===== src/rtl/multicycle_datapath_hs.sv =====
// Multicycle RV32 datapath with a valid/ready memory port, load alignment and store lane steering.
// A two-state bus FSM freezes the architectural state while an access is in flight.
module multicycle_datapath_hs #(
    parameter logic [31:0] RESET_PC  = 32'h0000_0000,
    parameter int unsigned REG_COUNT = 32,
    parameter logic [31:0] NOP_INSTR = 32'h0000_0013
) (
    input  logic        clk,
    input  logic        rst,
    input  logic        pc_write,
    input  logic        adr_src,
    input  logic        ir_write,
    input  logic [1:0]  result_src,
    input  logic [3:0]  alu_control,
    input  logic [1:0]  alu_src_a,
    input  logic [1:0]  alu_src_b,
    input  logic [2:0]  imm_src,
    input  logic        reg_write,
    input  logic        mem_start,
    input  logic        mem_we,
    output logic [31:0] mem_addr,
    output logic [31:0] mem_wdata,
    output logic [3:0]  mem_be,
    output logic        mem_wr,
    output logic        mem_valid,
    input  logic        mem_ready,
    input  logic [31:0] mem_rdata,
    output logic        busy,
    output logic        mem_done,
    output logic        misaligned,
    output logic [31:0] instr,
    output logic        zero
);
    localparam int unsigned IDX_W = (REG_COUNT == 16) ? 4 : 5;

    if (REG_COUNT != 32 && REG_COUNT != 16) begin : g_bad_reg_count
        $error("REG_COUNT must be 32 or 16");
    end

    typedef enum logic {S_IDLE, S_REQ} state_t;
    state_t state_q, state_d;

    logic [31:0] pc_q, pc_d, old_pc_q, old_pc_d, ir_q, ir_d;
    logic [31:0] a_q, a_d, b_q, b_d, alu_out_q, alu_out_d, mdr_q, mdr_d;
    logic [31:0] addr_q, addr_d, wdata_q, wdata_d;
    logic [3:0]  be_q, be_d;
    logic [2:0]  size_q, size_d;
    logic        wr_q, wr_d, fetch_q, fetch_d, pcw_q, pcw_d;
    logic        done_q, done_d, misal_q, misal_d;
    logic [31:0] rf_q [REG_COUNT];

    logic [31:0] imm, src_a, src_b, alu_result, result, rd1, rd2, acc_addr, ld_data;
    logic [4:0]  rs1, rs2, rd;
    logic [2:0]  acc_size;
    logic        start_ok, misal_det, hs, rf_we;

    function automatic logic reg_ok(input logic [4:0] idx);
        return (REG_COUNT == 32) || !idx[4];
    endfunction

    always_ff @(posedge clk) begin
        if (!rst) begin
            state_q   <= S_IDLE;
            pc_q      <= RESET_PC;
            ir_q      <= NOP_INSTR;
            old_pc_q  <= '0;
            a_q       <= '0;
            b_q       <= '0;
            alu_out_q <= '0;
            mdr_q     <= '0;
            addr_q    <= '0;
            wdata_q   <= '0;
            be_q      <= '0;
            size_q    <= '0;
            wr_q      <= 1'b0;
            fetch_q   <= 1'b0;
            pcw_q     <= 1'b0;
            done_q    <= 1'b0;
            misal_q   <= 1'b0;
        end else begin
            state_q   <= state_d;
            pc_q      <= pc_d;
            ir_q      <= ir_d;
            old_pc_q  <= old_pc_d;
            a_q       <= a_d;
            b_q       <= b_d;
            alu_out_q <= alu_out_d;
            mdr_q     <= mdr_d;
            addr_q    <= addr_d;
            wdata_q   <= wdata_d;
            be_q      <= be_d;
            size_q    <= size_d;
            wr_q      <= wr_d;
            fetch_q   <= fetch_d;
            pcw_q     <= pcw_d;
            done_q    <= done_d;
            misal_q   <= misal_d;
        end
    end

    // Register file is deliberately left out of reset.
    always_ff @(posedge clk) begin
        if (rf_we) rf_q[rd[IDX_W-1:0]] <= result;
    end

    always_comb begin
        state_d = state_q;
        case (state_q)
            S_IDLE: if (start_ok && !misal_det) state_d = S_REQ;
            S_REQ:  if (mem_ready) state_d = S_IDLE;
            default: state_d = S_IDLE;
        endcase
    end

    always_comb begin
        rs1 = ir_q[19:15];
        rs2 = ir_q[24:20];
        rd  = ir_q[11:7];
        rd1 = '0;
        rd2 = '0;
        if (rs1 != '0 && reg_ok(rs1)) rd1 = rf_q[rs1[IDX_W-1:0]];
        if (rs2 != '0 && reg_ok(rs2)) rd2 = rf_q[rs2[IDX_W-1:0]];

        case (imm_src)
            3'b000:  imm = {{20{ir_q[31]}}, ir_q[31:20]};
            3'b001:  imm = {{20{ir_q[31]}}, ir_q[31:25], ir_q[11:7]};
            3'b010:  imm = {{19{ir_q[31]}}, ir_q[31], ir_q[7], ir_q[30:25], ir_q[11:8], 1'b0};
            3'b011:  imm = {{11{ir_q[31]}}, ir_q[31], ir_q[19:12], ir_q[20], ir_q[30:21], 1'b0};
            3'b100:  imm = {ir_q[31:12], 12'h000};
            default: imm = '0;
        endcase

        case (alu_src_a)
            2'b00:   src_a = pc_q;
            2'b01:   src_a = old_pc_q;
            2'b10:   src_a = a_q;
            default: src_a = '0;
        endcase
        case (alu_src_b)
            2'b00:   src_b = b_q;
            2'b01:   src_b = imm;
            2'b10:   src_b = 32'd4;
            default: src_b = '0;
        endcase

        case (alu_control)
            4'b0000: alu_result = src_a + src_b;
            4'b0001: alu_result = src_a - src_b;
            4'b0010: alu_result = src_a & src_b;
            4'b0011: alu_result = src_a | src_b;
            4'b0100: alu_result = src_a ^ src_b;
            4'b0101: alu_result = {31'b0, $signed(src_a) < $signed(src_b)};
            4'b0110: alu_result = {31'b0, src_a < src_b};
            4'b0111: alu_result = src_a << src_b[4:0];
            4'b1000: alu_result = src_a >> src_b[4:0];
            4'b1001: alu_result = $signed(src_a) >>> src_b[4:0];
            4'b1010: alu_result = src_b;
            default: alu_result = '0;
        endcase

        case (result_src)
            2'b01:   result = mdr_q;
            2'b10:   result = alu_result;
            default: result = alu_out_q;
        endcase
    end

    always_comb begin
        start_ok  = (state_q == S_IDLE) && mem_start;
        hs        = (state_q == S_REQ) && mem_ready;
        acc_addr  = adr_src ? result : pc_q;
        acc_size  = ir_write ? 3'b010 : ir_q[14:12];
        misal_det = (acc_size[1:0] == 2'b01 && acc_addr[0]) ||
                    (acc_size[1] && acc_addr[1:0] != 2'b00);
        rf_we     = reg_write && (state_q == S_IDLE) && rd != '0 && reg_ok(rd);

        ld_data = mem_rdata;
        case (size_q)
            3'b000, 3'b100: begin
                case (addr_q[1:0])
                    2'd0:    ld_data = {24'b0, mem_rdata[7:0]};
                    2'd1:    ld_data = {24'b0, mem_rdata[15:8]};
                    2'd2:    ld_data = {24'b0, mem_rdata[23:16]};
                    default: ld_data = {24'b0, mem_rdata[31:24]};
                endcase
                if (!size_q[2]) ld_data[31:8] = {24{ld_data[7]}};
            end
            3'b001, 3'b101: begin
                ld_data = {16'b0, addr_q[1] ? mem_rdata[31:16] : mem_rdata[15:0]};
                if (!size_q[2]) ld_data[31:16] = {16{ld_data[15]}};
            end
            default: ld_data = mem_rdata;
        endcase

        pc_d      = pc_q;
        old_pc_d  = old_pc_q;
        ir_d      = ir_q;
        mdr_d     = mdr_q;
        a_d       = a_q;
        b_d       = b_q;
        alu_out_d = alu_out_q;
        if (state_q == S_IDLE) begin
            a_d       = rd1;
            b_d       = rd2;
            alu_out_d = alu_result;
            if (pc_write && !(mem_start && ir_write)) pc_d = result;
        end
        if (hs && fetch_q) begin
            ir_d     = mem_rdata;
            old_pc_d = pc_q;
            if (pcw_q) pc_d = result;
        end
        if (hs && !fetch_q && !wr_q) mdr_d = ld_data;

        addr_d  = addr_q;
        wdata_d = wdata_q;
        be_d    = be_q;
        size_d  = size_q;
        wr_d    = wr_q;
        fetch_d = fetch_q;
        pcw_d   = pcw_q;
        if (start_ok) begin
            addr_d  = acc_addr;
            size_d  = acc_size;
            fetch_d = ir_write;
            pcw_d   = pc_write;
            wr_d    = mem_we && !ir_write;
            be_d    = 4'b1111;
            wdata_d = '0;
            if (mem_we && !ir_write) begin
                case (acc_size[1:0])
                    2'b00: begin
                        be_d    = 4'b0001 << acc_addr[1:0];
                        wdata_d = {4{b_q[7:0]}};
                    end
                    2'b01: begin
                        be_d    = 4'b0011 << acc_addr[1:0];
                        wdata_d = {2{b_q[15:0]}};
                    end
                    default: wdata_d = b_q;
                endcase
            end
        end
        done_d  = hs;
        misal_d = start_ok && misal_det;
    end

    always_comb begin
        busy       = (state_q == S_REQ);
        mem_valid  = busy;
        mem_wr     = busy && wr_q;
        mem_addr   = {addr_q[31:2], 2'b00};
        mem_be     = be_q;
        mem_wdata  = wdata_q;
        mem_done   = done_q;
        misaligned = misal_q;
        instr      = ir_q;
        zero       = (alu_result == '0);
    end
endmodule


===== config.mk =====
export PLATFORM = sky130hd
export DESIGN_NAME = multicycle_datapath_hs
export DESIGN_NICKNAME = d
export VERILOG_FILES = /design/src/rtl/multicycle_datapath_hs.sv
export SDC_FILE = /design/constraint.sdc
export NUM_CORES = 2
export LEC_CHECK = 0
export CAP_MARGIN = 20
export CORE_UTILIZATION = 40
export DETAILED_ROUTE_END_ITERATION = 8
export PLACE_DENSITY = 0.55
export RECOVER_POWER = 100
export SLEW_MARGIN = 20
export SYNTH_ARGS = -nofsm -noshare
export SYNTH_HDL_FRONTEND = slang
export SYNTH_SLANG_ARGS = --single-unit
export TNS_END_PERCENT = 1

===== constraint.sdc =====
create_clock -name clk -period 16.65 [get_ports clk]
set_clock_uncertainty 0.05 [all_clocks]
set_input_delay 2.4975 -clock clk [delete_from_list [all_inputs] [get_ports clk]]
set_output_delay 2.4975 -clock clk [all_outputs]
set_load 0.01 [all_outputs]

======== Yosys cells after proc, flatten, opt, wreduce, memory -nomap -nowiden ========
Memory sizes are Yosys's and may differ from the RTL's. A register that Yosys moved wholly into a read port is not among the register bits.
Cells that the tools add are included.
cells by class
  $add $sub $neg .......................... 2
  $mul .................................... 0
  div/mod/pow operators ................... 0
  order comparisons ....................... 2
  eq/ne operators ......................... 26
  shift-type cells ........................ 5
  muxes and demuxes ....................... 31
  bitwise logic cells ..................... 4
  reductions and logical operators ........ 35
operators by type and width
  operator                                             number
  case mux 32 bit (11 select lines)                    1
  two-way mux 32 bit                                   8
  case mux 32 bit (2 select lines)                     3
  case mux 32 bit (3 select lines)                     2
  case mux 32 bit (5 select lines)                     1
  < comparator 32 bit                                  2
  adder 32 bit                                         1
  AND 32 bit                                           1
  zero test 32 bit                                     1
  two-way mux 16 bit                                   2
  OR 32 bit                                            1
  left shift 32 x 5 -> 32 bit                          1
  right shift 32 x 5 -> 32 bit                         1
  >>> shifter 32 x 5 -> 32 bit                         1
  subtractor 32 bit                                    1
  XOR 32 bit                                           1
  two-way mux 24 bit                                   1
  case mux 8 bit (3 select lines)                      1
  two-way mux 5 bit                                    4
  equality test 4 x 3 -> 1 bit, second input constant  4
  logical AND 1 bit                                    15
  nonzero test 5 bit                                   3
  equality test 4 bit, second input constant           3
  equality test 2 x 1 -> 1 bit, second input constant  5
  21 further kinds                                     41
storage, ports and cells
  flip-flop bits (word level) ............. 301
  latch bits .............................. 0
  bits in writable memories ............... 1024
  memory bits (read-only) ................. 0
  input bits .............................. 54
  output and inout port bits .............. 106
  word-level logic and storage cells ...... 123
  memories ................................ 1
memory list
  name  depth  width  read ports  clocked after memory_dff  write ports  line  RTL
  rf_q  32     32     2           2                         1            50    logic [31:0] rf_q [REG_COUNT];

======== Longest topological paths before layout ========
  word-level depth ........................ 14
  depth in mapped cells ................... 22
  depth with buffers taken out ............ 19

======== Worst setup path before layout ========
No wires, ideal clock.
  path type ............................... input port to output port
  from .................................... input alu_src_b[1]
  to ...................................... output zero
  arrival time ............................ 7.714 ns
  setup slack ............................. 6.389 ns
  stages .................................. 22
  buffers on the path ..................... 5
  path through ............................ clkbuf_1 > nor2_1 > clkbuf_1 > clkbuf_1 > clkbuf_1 > nand2_1 > o311ai_0 > inv_1 > ha_1 > clkbuf_1 > and4_1 > and3_1 > a221oi_1 > a2111oi_0 > o31ai_1 > or4b_2 > o21a_1 > xnor2_1 > a21o_1 > or4b_1 > or3_1 > nor3_2
on the way
  word-level cells in the longest chain between the ends .. 5
  elaborated cells between the ends (all ways) .. 16
RTL lines
  element                                            line  RTL
  from (decl)                                        16    input logic [1:0] alu_src_b,
  equality test 2 bit, or another cell as far along  139   case (alu_src_b)
  case mux 32 bit (3 select lines) *                 139
  subtractor 32 bit, or another cell as far along    148   4'b0001: alu_result = src_a - src_b;
  case mux 32 bit (11 select lines) *                146   case (alu_control)
  zero test 32 bit *                                 258   zero = (alu_result == '0);
  to (decl)                                          32    output logic zero
Mark *: on every way between the ends. The rest lies on a longest branch, timed or not.

======== Worst setup path after layout ========
  from .................................... input alu_src_b[0]
  to ...................................... output zero
The elaborated chain is that of the path after synthesis.

==> impl_summary.md <==
Critical path
The cell with the most instances on the worst path is sky130_fd_sc_hd__clkbuf_1. By startpoint and endpoint, the worst setup path is classified as input pin to output port. Across all register-to-register paths, the minimum setup slack is around 6.6 ns. For this run, the slowest stage of the critical path takes 1.83 ns. The arrival time of data at the critical path endpoint is approximately 12 ns. STA classifies the critical path startpoint as an input pin. The endpoint class of the critical path is an output port. In this run the worst path has a maximum fanout of 39. On the critical path, the stage with the largest delay is an instance of sky130_fd_sc_hd__clkbuf_1.

The number of buffers and inverters on the critical path is 4. At the worst endpoint, the required time is 14.10 ns. Walking the worst path, the cells encountered are dlygate4sd3_1 -> nor3b_1 -> a32o_2 -> clkbuf_1 -> clkbuf_1 -> mux2i_1 -> o32ai_1 -> a211oi_1 -> a221oi_1 -> a2111oi_2 -> o21ai_0 -> nor4_2 -> nand4_1 -> or3_1 -> nor3_2 -> clkdlybuf4s50_1. The cell class contributing the biggest share of worst-path delay is buffers and inverters.

Pwr
The share of power burned in combinational logic is 0.062. For this design the static power due to leakage is between 20 and 25 nW. The total power of the final layout is 7.41 mW.

In this run the power density over the cells is 94.2 mW/mm^2. The internal power component is 5.65 mW. The fraction of power spent switching nets is 0.236. The clock share of power is 0.446. Of the total power, registers draw 0.491.

The switching power is 1.75 mW. The maximum resistive drop on vdd is between 0.1 and 0.15 mV.

Floorplanning
The number of I/O pins is 160. The number of placement rows is 152. The area inside the core boundary is 0.172 mm^2. The die is 419 um tall.

The initial core utilization is 0.404. The area enclosed by the die boundary is roughly 0.18 mm^2. Measured along the x axis, the die boundary spans 419 um.

Synth
Synthesis inferred 1335 register bits. The top flip-flop cell by instance count after synthesis is sky130_fd_sc_hd__edfxtp_1. The share of the yosys chip area belonging to registers is 0.531. For this run, the number of Yosys warnings is 0.

sky130_fd_sc_hd__edfxtp_1 takes more of the synthesized area than any other cell. By area the synthesized netlist is led by sky130_fd_sc_hd__edfxtp_1, sky130_fd_sc_hd__mux4_2, sky130_fd_sc_hd__dfxtp_1. The share of synthesized area in the top cell type comes to 0.442. Among all cell types in the netlist, the one instantiated most often is sky130_fd_sc_hd__edfxtp_1. By count the netlist is led by sky130_fd_sc_hd__edfxtp_1, sky130_fd_sc_hd__mux4_2, sky130_fd_sc_hd__nand2_1. After synthesis the cells add up to 0.0696 mm^2. Counting every instance in the synthesized netlist gives around 5k. Synthesis instantiated 101 different standard cells from the library.

Each instance of the synthesized netlist takes up on average roughly 14 um^2. For this run, asynchronously set or reset flops after synthesis account for 0. The count of flip-flops with a built-in enable after synthesis is a little over 1k.

Flow run
The number of max-cap violations is 62.

Cells and area
The flip-flop count of the largest register after layout is 1024. The fraction of final layout cells sized beyond drive strength 1 is 0.206. In the final layout, flip-flops and latches occupy ~0.037 mm^2. The total number of nets in the final design is 5370. The area occupied by multi-input gates is 0.0307 mm^2. The area growth from synthesis to layout is 13.0%. Once layout is complete, the cells apart from fillers number ~7.6k. The number of fill cells is 15.4k.

Clock network
The number of buffers inserted during clock tree synthesis is 147. In this run the number of H-tree levels came out at 4. The number of gates resized after CTS is 0.

After clock tree synthesis, the clock-pin slew on the worst setup and hold paths is 0.05 ns. The number of hold buffers added after CTS was 0. In this run the clock root is driven by a sky130_fd_sc_hd__clkbuf_16. The worst-case clock buffer depth is 3. The number of clock sinks is between 1k and 1.5k.

The insertion delay to the later sink of the worst-skew pair is 0.82 ns. The clock tree from TritonCTS is yes. Once the clock tree was built, the setup fixing pass inserted 0 buffers.

Global routing
Entering global routing, the biggest net connects 148 pins. The all-layer global routing usage is 0.313. The number of antenna violations at the first check in global routing is 12. The met1 track utilization from global routing is 0.418. The first global-routing pass estimated 382 mm of wire.

In the global route stage, met3 resource usage came out at 0.0583. For met2 alone, demand over resource in global routing was 0.483. The via count of the first global-routing pass is 47.9k. The global routing's busiest layer is met2.

The total overflow left after global routing is 0.

Detailed routing
In this run the remaining antenna-violating nets after routing total 0. The number of vias in the routed layout is 49.6k. The number of detailed-route iterations in the first pass is 6. In the routed design, unresolved DRC markers number 0.

The mean routed wirelength per cell is between 30 and 40 um. For this block, the initial DRC count from the detailed router was 6529. The total routed wirelength is 276 mm.

Dividing the detail-routed via count by the number of cells gives 6.48.

Place
The count of buffers added on input and output ports is 157. Routability-driven placement finished with a final weighted congestion of 1.03. Detailed placement ended at an HPWL of 181 mm. OpenSTA, run right after detailed placement, puts the worst setup slack at 3.85 ns. The cell count after placement is 7376.

Worst hold path
The path class of the tightest hold or removal check is register to register.

Timing
The number of setup violations in the final report is 0. The number of max-slew violations in the final report is 2116. In the finished design, the share of the clock period the worst path needs comes to 0.881. Setup slack on the critical path of the routed design comes to 1.98 ns. Headroom to the max-slew limit came out at -3.75. The final-report hold violation count came to 0. Based on the critical path, the design can be clocked at up to 0.0682 GHz. The worst hold slack is 0.403 ns.

The measured slew at the worst slew-check pin is 7.12 ns. Setup repair after global routing left no endpoint under its margin. The final total negative setup slack is 0 ns. The final critical-path required period is 14.67 ns.

Run status
The flow ran to the end, but the final reports show violations. The final reports fail on max-capacitance violations, max-slew violations.
==> cell usage in the layout (no fill, tap or decap), drive strengths merged, types with 27 or more instances in the layout <==
master and n:
a211oi 44, a21oi 425, a22oi 52, a31oi 27
buf 123, clkbuf 251, clkdlybuf4s50 48, clkinv 49
conb 34, dfxtp 311, dlygate4sd3 105, edfxtp 1024
ha 99, inv 118, mux2i 235, mux4 649
nand2 445, nand3 54, nor2 425, nor3 55
o211ai 31, o21ai 212, o221ai 29, o22ai 49
==> routing by layer <==
metal / part of all wire / up-vias
met5: 0.000076 / -
met4: 0.063 / 4
met3: 0.087 / 561
met2: 0.45 / 2659
met1: 0.39 / 25900
li1: - / 20400
==> metrics by stage <==
step	util	cell area (um^2)
2_1_floorplan	-	69700
3_3_place_gp	0.430	74200
3_5_place_dp	0.430	74200
4_1_cts	0.459	79000
5_1_grt	0.456	78600
6_report	0.456	78600
==> cells by family (layout without fill, tap and decap cells) <==
kind of cell	count (synthesis)	in the layout	share of synthesized area
buf+inv	549	717	0.0330
fa+ha+maj	101	101	0.0184
xor+xnor	22	22	0.00304
other cells	1	40	0.0000539
mux	896	896	0.246
compound gates	1080	1080	0.0969
simple gates	1148	1148	0.0715
flops	1335	1335	0.531
==> area by class of cell <==
| type | instances | share of cell area |
|---|---|---|
| repair buffers | 337 | 0.0343 |
| flip-flops and latches | 1335 | 0.471 |
| multi-input cells | 3281 | 0.391 |
| inverters | 113 | 0.00547 |
| well taps | 2310 | 0.0368 |
| diodes | 6 | 0.000191 |
| clock inverters | 77 | 0.0118 |
| clock buffers | 190 | 0.0501 |
==> worst min-delay path, delay by kind of cell (launching register included) <==
family / cells / cell delay, ns
flip-flops: 1 / 0.31
AND/OR/NAND/NOR: 1 / 0.05
AO/OA/AOI/OAI: 1 / 0.05
==> final timing paths <==
check / startpoint / end / cells past startpoint
max: alu_src_b[0] / zero / 16
min: mem_wdata[12] / mem_wdata[12] / 2
max reg2reg: instr[7] / rf_q[20][3] / 12
min reg2reg: mem_wdata[12] / mem_wdata[12] / 2
==> power groups by stage <==
stage                     combinational (mW)  clock, mW  sequential [mW]
after floorplan                        0.271          0             3.68
after global placement                 0.460          0             3.70
after detailed placement               0.460          0             3.70
after CTS                              0.462       3.35             3.63
after global routing                   0.485       3.47             3.64
final                                  0.463       3.31             3.64
Note: power is estimated with default switching activity, not from simulation.
